==> src/rtl/omsp_spm_violation_handler_pkg.sv <==
// Shared types and constants for the SPM violation handler: FSM encoding,
// counter widths and the saturating event-count helper.
package omsp_spm_violation_handler_pkg;

  typedef enum logic [1:0] {
    VH_IDLE  = 2'd0,
    VH_DRAIN = 2'd1,
    VH_RESET = 2'd2,
    VH_IRQ   = 2'd3
  } vh_state_e;

  localparam int VH_CNT_W   = 4;
  localparam int VH_COUNT_W = 8;
  localparam int VH_ID_W    = 16;

  localparam logic [VH_COUNT_W-1:0] VH_COUNT_SAT = 8'hFF;

  // Event count increment that sticks at the saturation value.
  function automatic logic [VH_COUNT_W-1:0] vh_sat_inc(input logic [VH_COUNT_W-1:0] value);
    if (value == VH_COUNT_SAT) begin
      return VH_COUNT_SAT;
    end else begin
      return value + 8'd1;
    end
  endfunction

endpackage

==> src/rtl/omsp_spm_violation_handler.sv <==
// Turns the SPM violation level into a halt, a timed reset request or a
// one-cycle IRQ, and keeps sticky status, captured IDs and an event count.
module omsp_spm_violation_handler
  import omsp_spm_violation_handler_pkg::*;
#(
  parameter int RESET_ON_VIOLATION = 1,
  parameter int HOLD_CYCLES        = 4,
  parameter int DRAIN_MAX          = 8
) (
  input  logic                  mclk,
  input  logic                  puc_rst_n,
  input  logic                  violation,
  input  logic [VH_ID_W-1:0]    spm_current_id,
  input  logic [VH_ID_W-1:0]    spm_prev_id,
  input  logic                  inst_done,
  input  logic                  status_clr,
  output logic                  halt_exec,
  output logic                  viol_reset_req,
  output logic                  viol_irq,
  output logic                  viol_pending,
  output logic                  viol_overrun,
  output logic [VH_ID_W-1:0]    viol_id,
  output logic [VH_ID_W-1:0]    viol_prev_id,
  output logic [VH_COUNT_W-1:0] viol_count
);

  localparam bit                    RESET_MODE = (RESET_ON_VIOLATION != 0);
  localparam logic [VH_CNT_W-1:0]   DRAIN_LD   = VH_CNT_W'(DRAIN_MAX);
  localparam logic [VH_CNT_W-1:0]   HOLD_LD    = VH_CNT_W'(HOLD_CYCLES);

  vh_state_e             state_r;
  vh_state_e             state_s;
  logic                  viol_q_r;
  logic                  viol_evt_s;
  logic [VH_CNT_W-1:0]   vh_cnt_r;
  logic [VH_CNT_W-1:0]   vh_cnt_s;
  logic                  halt_s;
  logic                  reset_req_s;
  logic                  irq_s;
  logic                  pending_s;
  logic                  overrun_s;
  logic [VH_ID_W-1:0]    id_s;
  logic [VH_ID_W-1:0]    prev_id_s;
  logic [VH_COUNT_W-1:0] count_s;

  assign viol_evt_s = violation & ~viol_q_r;

  // FSM state and shared drain/hold down-counter registers.
  always_ff @(posedge mclk or negedge puc_rst_n) begin
    if (!puc_rst_n) begin
      state_r  <= VH_IDLE;
      vh_cnt_r <= 4'd0;
      viol_q_r <= 1'b0;
    end else begin
      state_r  <= state_s;
      vh_cnt_r <= vh_cnt_s;
      viol_q_r <= violation;
    end
  end

  // Next state, counter and the next value of the control outputs.
  always_comb begin
    state_s     = state_r;
    vh_cnt_s    = vh_cnt_r;
    halt_s      = 1'b0;
    reset_req_s = 1'b0;
    irq_s       = 1'b0;
    case (state_r)
      VH_IDLE: begin
        if (viol_evt_s) begin
          state_s  = VH_DRAIN;
          vh_cnt_s = DRAIN_LD;
          halt_s   = 1'b1;
        end else begin
          vh_cnt_s = 4'd0;
        end
      end
      VH_DRAIN: begin
        // A counter value of 1 is the last drain cycle before the forced exit.
        if (inst_done || (vh_cnt_r <= 4'd1)) begin
          if (RESET_MODE) begin
            state_s     = VH_RESET;
            vh_cnt_s    = HOLD_LD;
            halt_s      = 1'b1;
            reset_req_s = 1'b1;
          end else begin
            state_s  = VH_IRQ;
            vh_cnt_s = 4'd0;
            irq_s    = 1'b1;
          end
        end else begin
          vh_cnt_s = vh_cnt_r - 4'd1;
          halt_s   = 1'b1;
        end
      end
      VH_RESET: begin
        if (vh_cnt_r <= 4'd1) begin
          state_s  = VH_IDLE;
          vh_cnt_s = 4'd0;
        end else begin
          vh_cnt_s    = vh_cnt_r - 4'd1;
          halt_s      = 1'b1;
          reset_req_s = 1'b1;
        end
      end
      VH_IRQ: begin
        state_s  = VH_IDLE;
        vh_cnt_s = 4'd0;
      end
      default: begin
        state_s  = VH_IDLE;
        vh_cnt_s = 4'd0;
      end
    endcase
  end

  // Status update: a coincident clear is applied before the event.
  always_comb begin
    pending_s = viol_pending;
    overrun_s = viol_overrun;
    id_s      = viol_id;
    prev_id_s = viol_prev_id;
    count_s   = viol_count;
    if (status_clr) begin
      pending_s = 1'b0;
      overrun_s = 1'b0;
      id_s      = 16'h0000;
      prev_id_s = 16'h0000;
      count_s   = 8'h00;
    end else begin
      pending_s = viol_pending;
    end
    if (viol_evt_s) begin
      count_s = vh_sat_inc(count_s);
      if (state_r == VH_IDLE) begin
        if (!pending_s) begin
          id_s      = spm_current_id;
          prev_id_s = spm_prev_id;
        end else begin
          id_s = id_s;
        end
        pending_s = 1'b1;
      end else begin
        overrun_s = 1'b1;
      end
    end else begin
      count_s = count_s;
    end
  end

  // Registered outputs.
  always_ff @(posedge mclk or negedge puc_rst_n) begin
    if (!puc_rst_n) begin
      halt_exec      <= 1'b0;
      viol_reset_req <= 1'b0;
      viol_irq       <= 1'b0;
      viol_pending   <= 1'b0;
      viol_overrun   <= 1'b0;
      viol_id        <= 16'h0000;
      viol_prev_id   <= 16'h0000;
      viol_count     <= 8'h00;
    end else begin
      halt_exec      <= halt_s;
      viol_reset_req <= reset_req_s;
      viol_irq       <= irq_s;
      viol_pending   <= pending_s;
      viol_overrun   <= overrun_s;
      viol_id        <= id_s;
      viol_prev_id   <= prev_id_s;
      viol_count     <= count_s;
    end
  end

endmodule

==> config.mk <==
export PLATFORM = sky130hd
export DESIGN_NAME = omsp_spm_violation_handler
export DESIGN_NICKNAME = d
export VERILOG_FILES = /design/src/rtl/omsp_spm_violation_handler_pkg.sv /design/src/rtl/omsp_spm_violation_handler.sv
export SDC_FILE = /design/constraint.sdc
export NUM_CORES = 1
export LEC_CHECK = 0
export ABC_AREA = 1
export BUFFER_PORTS_ARGS = -buffer_cell sky130_fd_sc_hd__buf_2
export CAP_MARGIN = 10
export CORE_MARGIN = 4
export CORE_UTILIZATION = 50
export DETAILED_ROUTE_END_ITERATION = 8
export GPL_ROUTABILITY_DRIVEN = 0
export PLACE_DENSITY = 0.84
export SLEW_MARGIN = 20
export SYNTH_ARGS = -nofsm -noshare
export SYNTH_HDL_FRONTEND = slang
export SYNTH_SLANG_ARGS = --single-unit
==> constraint.sdc <==
create_clock -name mclk -period 1.5 [get_ports mclk]
set_input_delay 0.3 -clock mclk [delete_from_list [all_inputs] [get_ports mclk]]
set_output_delay 0.3 -clock mclk [all_outputs]
set_load 0.05 [all_outputs]
; ---- After elaboration in Yosys (flattened, before gate mapping)
; Cells that the tools add are included.
[totals]
word_cells = 55
in_bits = 37
register_bits = 51
[op_classes]
order_cmp = 1
n_reduce_logical = 3
n_bitwise = 2
n_mux = 30
addsub = 2
n_eq_ne = 7
[op_table]
columns = operator, count
row1 = two-way mux 16 bit, 8
row2 = two-way mux 8 bit, 3
row3 = case mux 4 bit (4 select lines), 1
row4 = two-way mux 4 bit, 3
row5 = two-way mux 1 bit, 9
row6 = adder 8 x 1 -> 8 bit (second input constant), 1
row7 = equality test 8 bit (second input constant), 1
row8 = case mux 2 bit (4 select lines), 1
row9 = two-way mux 2 bit, 3
row10 = inequality test 2 bit (second input constant), 3
row11 = equality test 2 bit (second input constant), 2
row12 = less-or-equal comparator 4 x 1 -> 1 bit (second input constant), 1
row13 = subtractor 4 x 1 -> 4 bit (second input constant), 1
row14 = case mux 1 bit (3 select lines), 1
row15 = AND reduction 3 bit, 1
row16 = equality test 2 x 1 -> 1 bit (second input constant), 1
row17 = logical NOT 2 bit, 1
row18 = case mux 1 bit (2 select lines), 1
row19 = bitwise AND 1 bit, 1
row20 = logical OR 1 bit, 1
row21 = inverter 1 bit, 1

; ---- Longest topological paths before layout
[logic_depth]
ltp_word = 4
mapped_depth = 12
mapped_depth_nobuf = 11

; ---- Worst setup path before layout
; Ideal clock, no wire load.
[synth_timing]
kind = register to register
start = register viol_count[1]
end = register viol_count[6]
required_ns = 1.380
arrival_ns = 1.614
setup_ns = 0.120
synth_period_minus_slack_ns = 1.734
path_slack_ns = -0.234
path_stages_with_launch = 11
cell_sequence = dfrtp_1 -> nand2_1 -> inv_1 -> ha_1 -> nand2_1 -> nor2_4 -> nand2_1 -> nor2_2 -> nand2_1 -> o21ai_0 -> inv_1
[synth_between]
elab_chain_len = 4
elab_cells_between_ends = 5
cone_classes = add/sub (1) / eq/ne (1) / mux (3)
[synth_lines]
columns = element, line
row1 = "start, declared", omsp_spm_violation_handler.sv:24  ; output logic [VH_COUNT_W-1:0] viol_count
row2 = "start signal, assigned", omsp_spm_violation_handler.sv:170  ; viol_count <= count_s;
row3 = two-way mux 8 bit *, omsp_spm_violation_handler.sv:124  ; if (status_clr) begin
row4 = adder 8 x 1 -> 8 bit or equality test 8 bit (tied branches), "omsp_spm_violation_handler_pkg.sv:23, omsp_spm_violation_handler_pkg.sv:20"
row5 = two-way mux 8 bit *, omsp_spm_violation_handler_pkg.sv:20  ; if (value == VH_COUNT_SAT) begin
row6 = two-way mux 8 bit *, omsp_spm_violation_handler.sv:133  ; if (viol_evt_s) begin
row7 = via count_s[6], omsp_spm_violation_handler.sv:44  ; logic [VH_COUNT_W-1:0] count_s;
; The timed path passes the listed nets; every way through them passes the cells marked *.
; A chain may end at the register's enable or synchronous reset.

; ---- Final worst setup path
[layout_timing]
start = register vh_cnt_r[0]
end = register vh_cnt_r[1]
[layout_between]
elab_chain_len = 4
elab_cells_between_ends = 6
cone_classes = add/sub (1) / order compare (1) / mux (3) / reduce/logical (1)
[layout_lines]
columns = element, line
row1 = "start, declared", omsp_spm_violation_handler.sv:35  ; logic [VH_CNT_W-1:0] vh_cnt_r;
row2 = "start signal, assigned", omsp_spm_violation_handler.sv:56  ; vh_cnt_r <= vh_cnt_s;
row3 = less-or-equal comparator 4 x 1 -> 1 bit, "omsp_spm_violation_handler.sv:80, omsp_spm_violation_handler.sv:97"
row4 = logical OR 1 bit, omsp_spm_violation_handler.sv:80  ; if (inst_done || (vh_cnt_r <= 4'd1)) begin
row5 = two-way mux 4 bit, omsp_spm_violation_handler.sv:80
row6 = case mux 4 bit (4 select lines) *, omsp_spm_violation_handler.sv:68  ; case (state_r)
row7 = via vh_cnt_s[1], omsp_spm_violation_handler.sv:36  ; logic [VH_CNT_W-1:0] vh_cnt_s;
; Marks and branches as above.

==> flow_summary.yaml <==
run_status:
  status: "completed"
clock_network:
  tritoncts: "built"
  clk_pin_slew_ns: 0.08
  htree_levels: 2
  clk_path_buf_depth: 2
  cts_made_buffers: 5
  clock_latency_ns: 0.31
  clock-root-buffer: "clkbuf_8"
  cts.sinks: 51
layout:
  layout_commonest_cell: "buf_2"
  drive_above_1_share: 0.347
  final_area_um2: 3180
  antenna_cells: 0
  final_cell_mix: "buf_2 (80), nand3_1 (77), nand2_1 (67), dfrtp_1 (49), inv_1 (17)"
  layout.nets: 410
  synthToLayoutAreaGrowth_pct: 29.9
sta:
  rsz0062_at_grt: "true"
  fmax_ghz: 0.703
  period_minus_slack_ns: 1.42
  finalCritPeriodShare: 0.948
  drv_slew: 0
  whs_ns: 0.166
  hold_viol_final: 0
  clock_skew_ns: 0.0143
  setup_viol: 0
grt:
  grt_max_degree: 52
  global_route.usage.met3: 0.0424
  top_usage_layer: "met2"
  use_met2: 0.336
  grt_pass1_vias: 2151
  grtUsageMet1: 0.237
  overflow: 0
  grt_util_all_layers: 0.196
  grt_pass1_wl_um: 9560
  antenna_found_initial: 0
drt:
  wirelength_um: 6170
  drt_iter0_drc: 167
  ant_nets: 0
  via_per_inst: 5.19
  drc: 0
  wire_per_inst_um: 14.3
  firstDrtPassIters: 4
  dr_total_vias: 2248
critical_path:
  critPathCaptureType: "flip-flop"
  setup.worst_path.start_class: "flip-flop"
  crit_type: "reg2reg"
  crit_chain: "inv_1, ha_1, o21ai_2, nand3_1, nand2_1, nand2_1, nor2_1"
  cp.arrival_ns: 1.66
  r2r_slack_ns: 0.08
  reg2reg_depth: 7
  cpPeakStageDelay_ns: 0.38
  cp.buffers_inverters: 1
  cpLargestDelayFamily: "simple AND/OR/NAND/NOR gates"
  crit_required_ns: 1.73
  crit_path_frequent_cell: "nand2_1"
  crit_fanout: 3
  crit_cells: 7
  slowest_stage: "dfrtp_1"
yosys:
  ys_seq_area_frac: 0.521
  synth_fp_nets: 320
  yosysUniqueCellTypes: 26
  synthCells: 276
  ys_warn_count: 0
  synth-seq-cells: 51
  syn_area_um2: 2450
  avgSynthCellArea_um2: 8.88
die:
  core_um2: 4720
  start_util: 0.519
  die_w_um: 78.0
  num_rows: 25
  die-area_um2: 6090
  die_h_um: 78.0
  ios: 82
job:
  cap_violations: 0
hold_path:
  whs_path_depth: 1
  worstHoldPathType: "in2reg"
power:
  p_per_area_nw_per_um2: 1540
  leakagePower_nw: 1.86
  vdd_drop_max_uv: 769
placed_design:
  dpl.hpwl_um: 4020
  dpl_cell_area_um2: 2930
  numPortBuffers: 80
==> sequential cells by signal (all words and copies together), names as in the netlist <==
register and cells:
viol_count 8, viol_pending 1, vh_cnt_r 4, viol_q_r 1
viol_id 16, halt_exec 1, viol_overrun 1, state_r 2
viol_prev_id 16, viol_reset_req 1
==> cells by family after synthesis <==
| group | share of synthesized area |
|---|---|
| other cells | 0.00153 |
| xor+xnor | 0.00715 |
| buf+inv | 0.0766 |
| simple gates | 0.339 |
| compound gates | 0.0194 |
| fa+ha+maj | 0.0357 |
| flops | 0.521 |
==> through the flow <==
step / util / TNS [ns] / cells / total power, mW / setup WS (ns)
after global routing: 0.674 / -0.161 / 433 / 5.18 / -0.0505
after detailed placement: 0.619 / -0.321 / 417 / 3.71 / -0.0417
after global placement: 0.619 / 0 / 417 / 3.66 / 0.0244
after CTS: 0.646 / 0 / 425 / 4.67 / 0.0172
after floorplan: - / 0 / 276 / 3.24 / 0.00301
final: 0.674 / 0 / 433 / 4.89 / 0.0777
==> worst register-to-register path, stage by stage (launching register included) <==
cell and delay (ns):
dfrtp_1 0.38, inv_1 0.08, ha_1 0.24, o21ai_2 0.21, nand3_1 0.16, nand2_1 0.11
nand2_1 0.09, nor2_1 0.09
==> Yosys cell counts <==
library cell | instances | share of area
inv_2 | 2 | 0.0031
nor2_4 | 3 | 0.014
o21ai_0 | 3 | 0.0061
o211ai_1 | 1 | 0.0031
nand4_1 | 2 | 0.0051
a21oi_1 | 1 | 0.0020
nand2_2 | 2 | 0.0051
buf_6 | 4 | 0.018
nand4_4 | 1 | 0.0087
nor2_8 | 1 | 0.0082
dfrtp_1 | 51 | 0.52
nand2_1 | 71 | 0.11
nor3_1 | 1 | 0.0020
o21bai_1 | 1 | 0.0031
inv_1 | 20 | 0.031
nor2_2 | 1 | 0.0026
ha_1 | 7 | 0.036
xnor2_1 | 2 | 0.0071
o21ai_1 | 1 | 0.0020
buf_2 | 6 | 0.012
buf_4 | 4 | 0.012
nand3_1 | 77 | 0.16
nor2_1 | 9 | 0.014
conb_1 | 1 | 0.0015
a21boi_0 | 1 | 0.0031
nand2_4 | 3 | 0.014
==> report_power, final <==
group | leakage [nW] | internal [mW] | switching, mW | total, mW
clock | 0.0502 | 0.488 | 0.446 | 0.934
combinational | 1.12 | 0.639 | 1.54 | 2.18
sequential | 0.683 | 1.62 | 0.146 | 1.77
==> layout make-up <==
type	count	area (um2)
Multi-Input combinational cell	191	1050
Timing Repair Buffer	95	579
Clock buffer	5	68.8
Clock inverter	2	37.5
Inverter	22	82.6
Fill cell	365	1540
Sequential cell	51	1280
Tap cell	67	83.8
==> what timing repair did <==
action                                  4_1_cts  5_1_grt
gates cloned                                  0        5
pin swaps                                     0        2
endpoints found under the hold margin        51        0
buffers inserted                              0        3
hold buffers                                  1        0
endpoints found under the setup margin       32       40
resized for setup                             1        8
==> path summary, 6_finish.rpt <==
path                                        start                          to
setup / recovery            vh_cnt_r[0]$_DFF_PN0_       vh_cnt_r[1]$_DFF_PN0_
max in group asynchronous               puc_rst_n     viol_count[0]$_DFF_PN0_
setup reg to reg            vh_cnt_r[0]$_DFF_PN0_       vh_cnt_r[1]$_DFF_PN0_
hold reg to reg            viol_overrun$_DFF_PN0_      viol_overrun$_DFF_PN0_
min in group asynchronous               puc_rst_n  viol_prev_id[12]$_DFF_PN0_
hold / removal                          violation          viol_q_r$_DFF_PN0_
==> metal layers <==
layer	wire length [um]	vias to the layer above
li1	-	1085
met1	2530	1060
met2	3120	87
met3	367	16
met4	161	0
met5	0	-
Power figures use the tool's default switching activity.
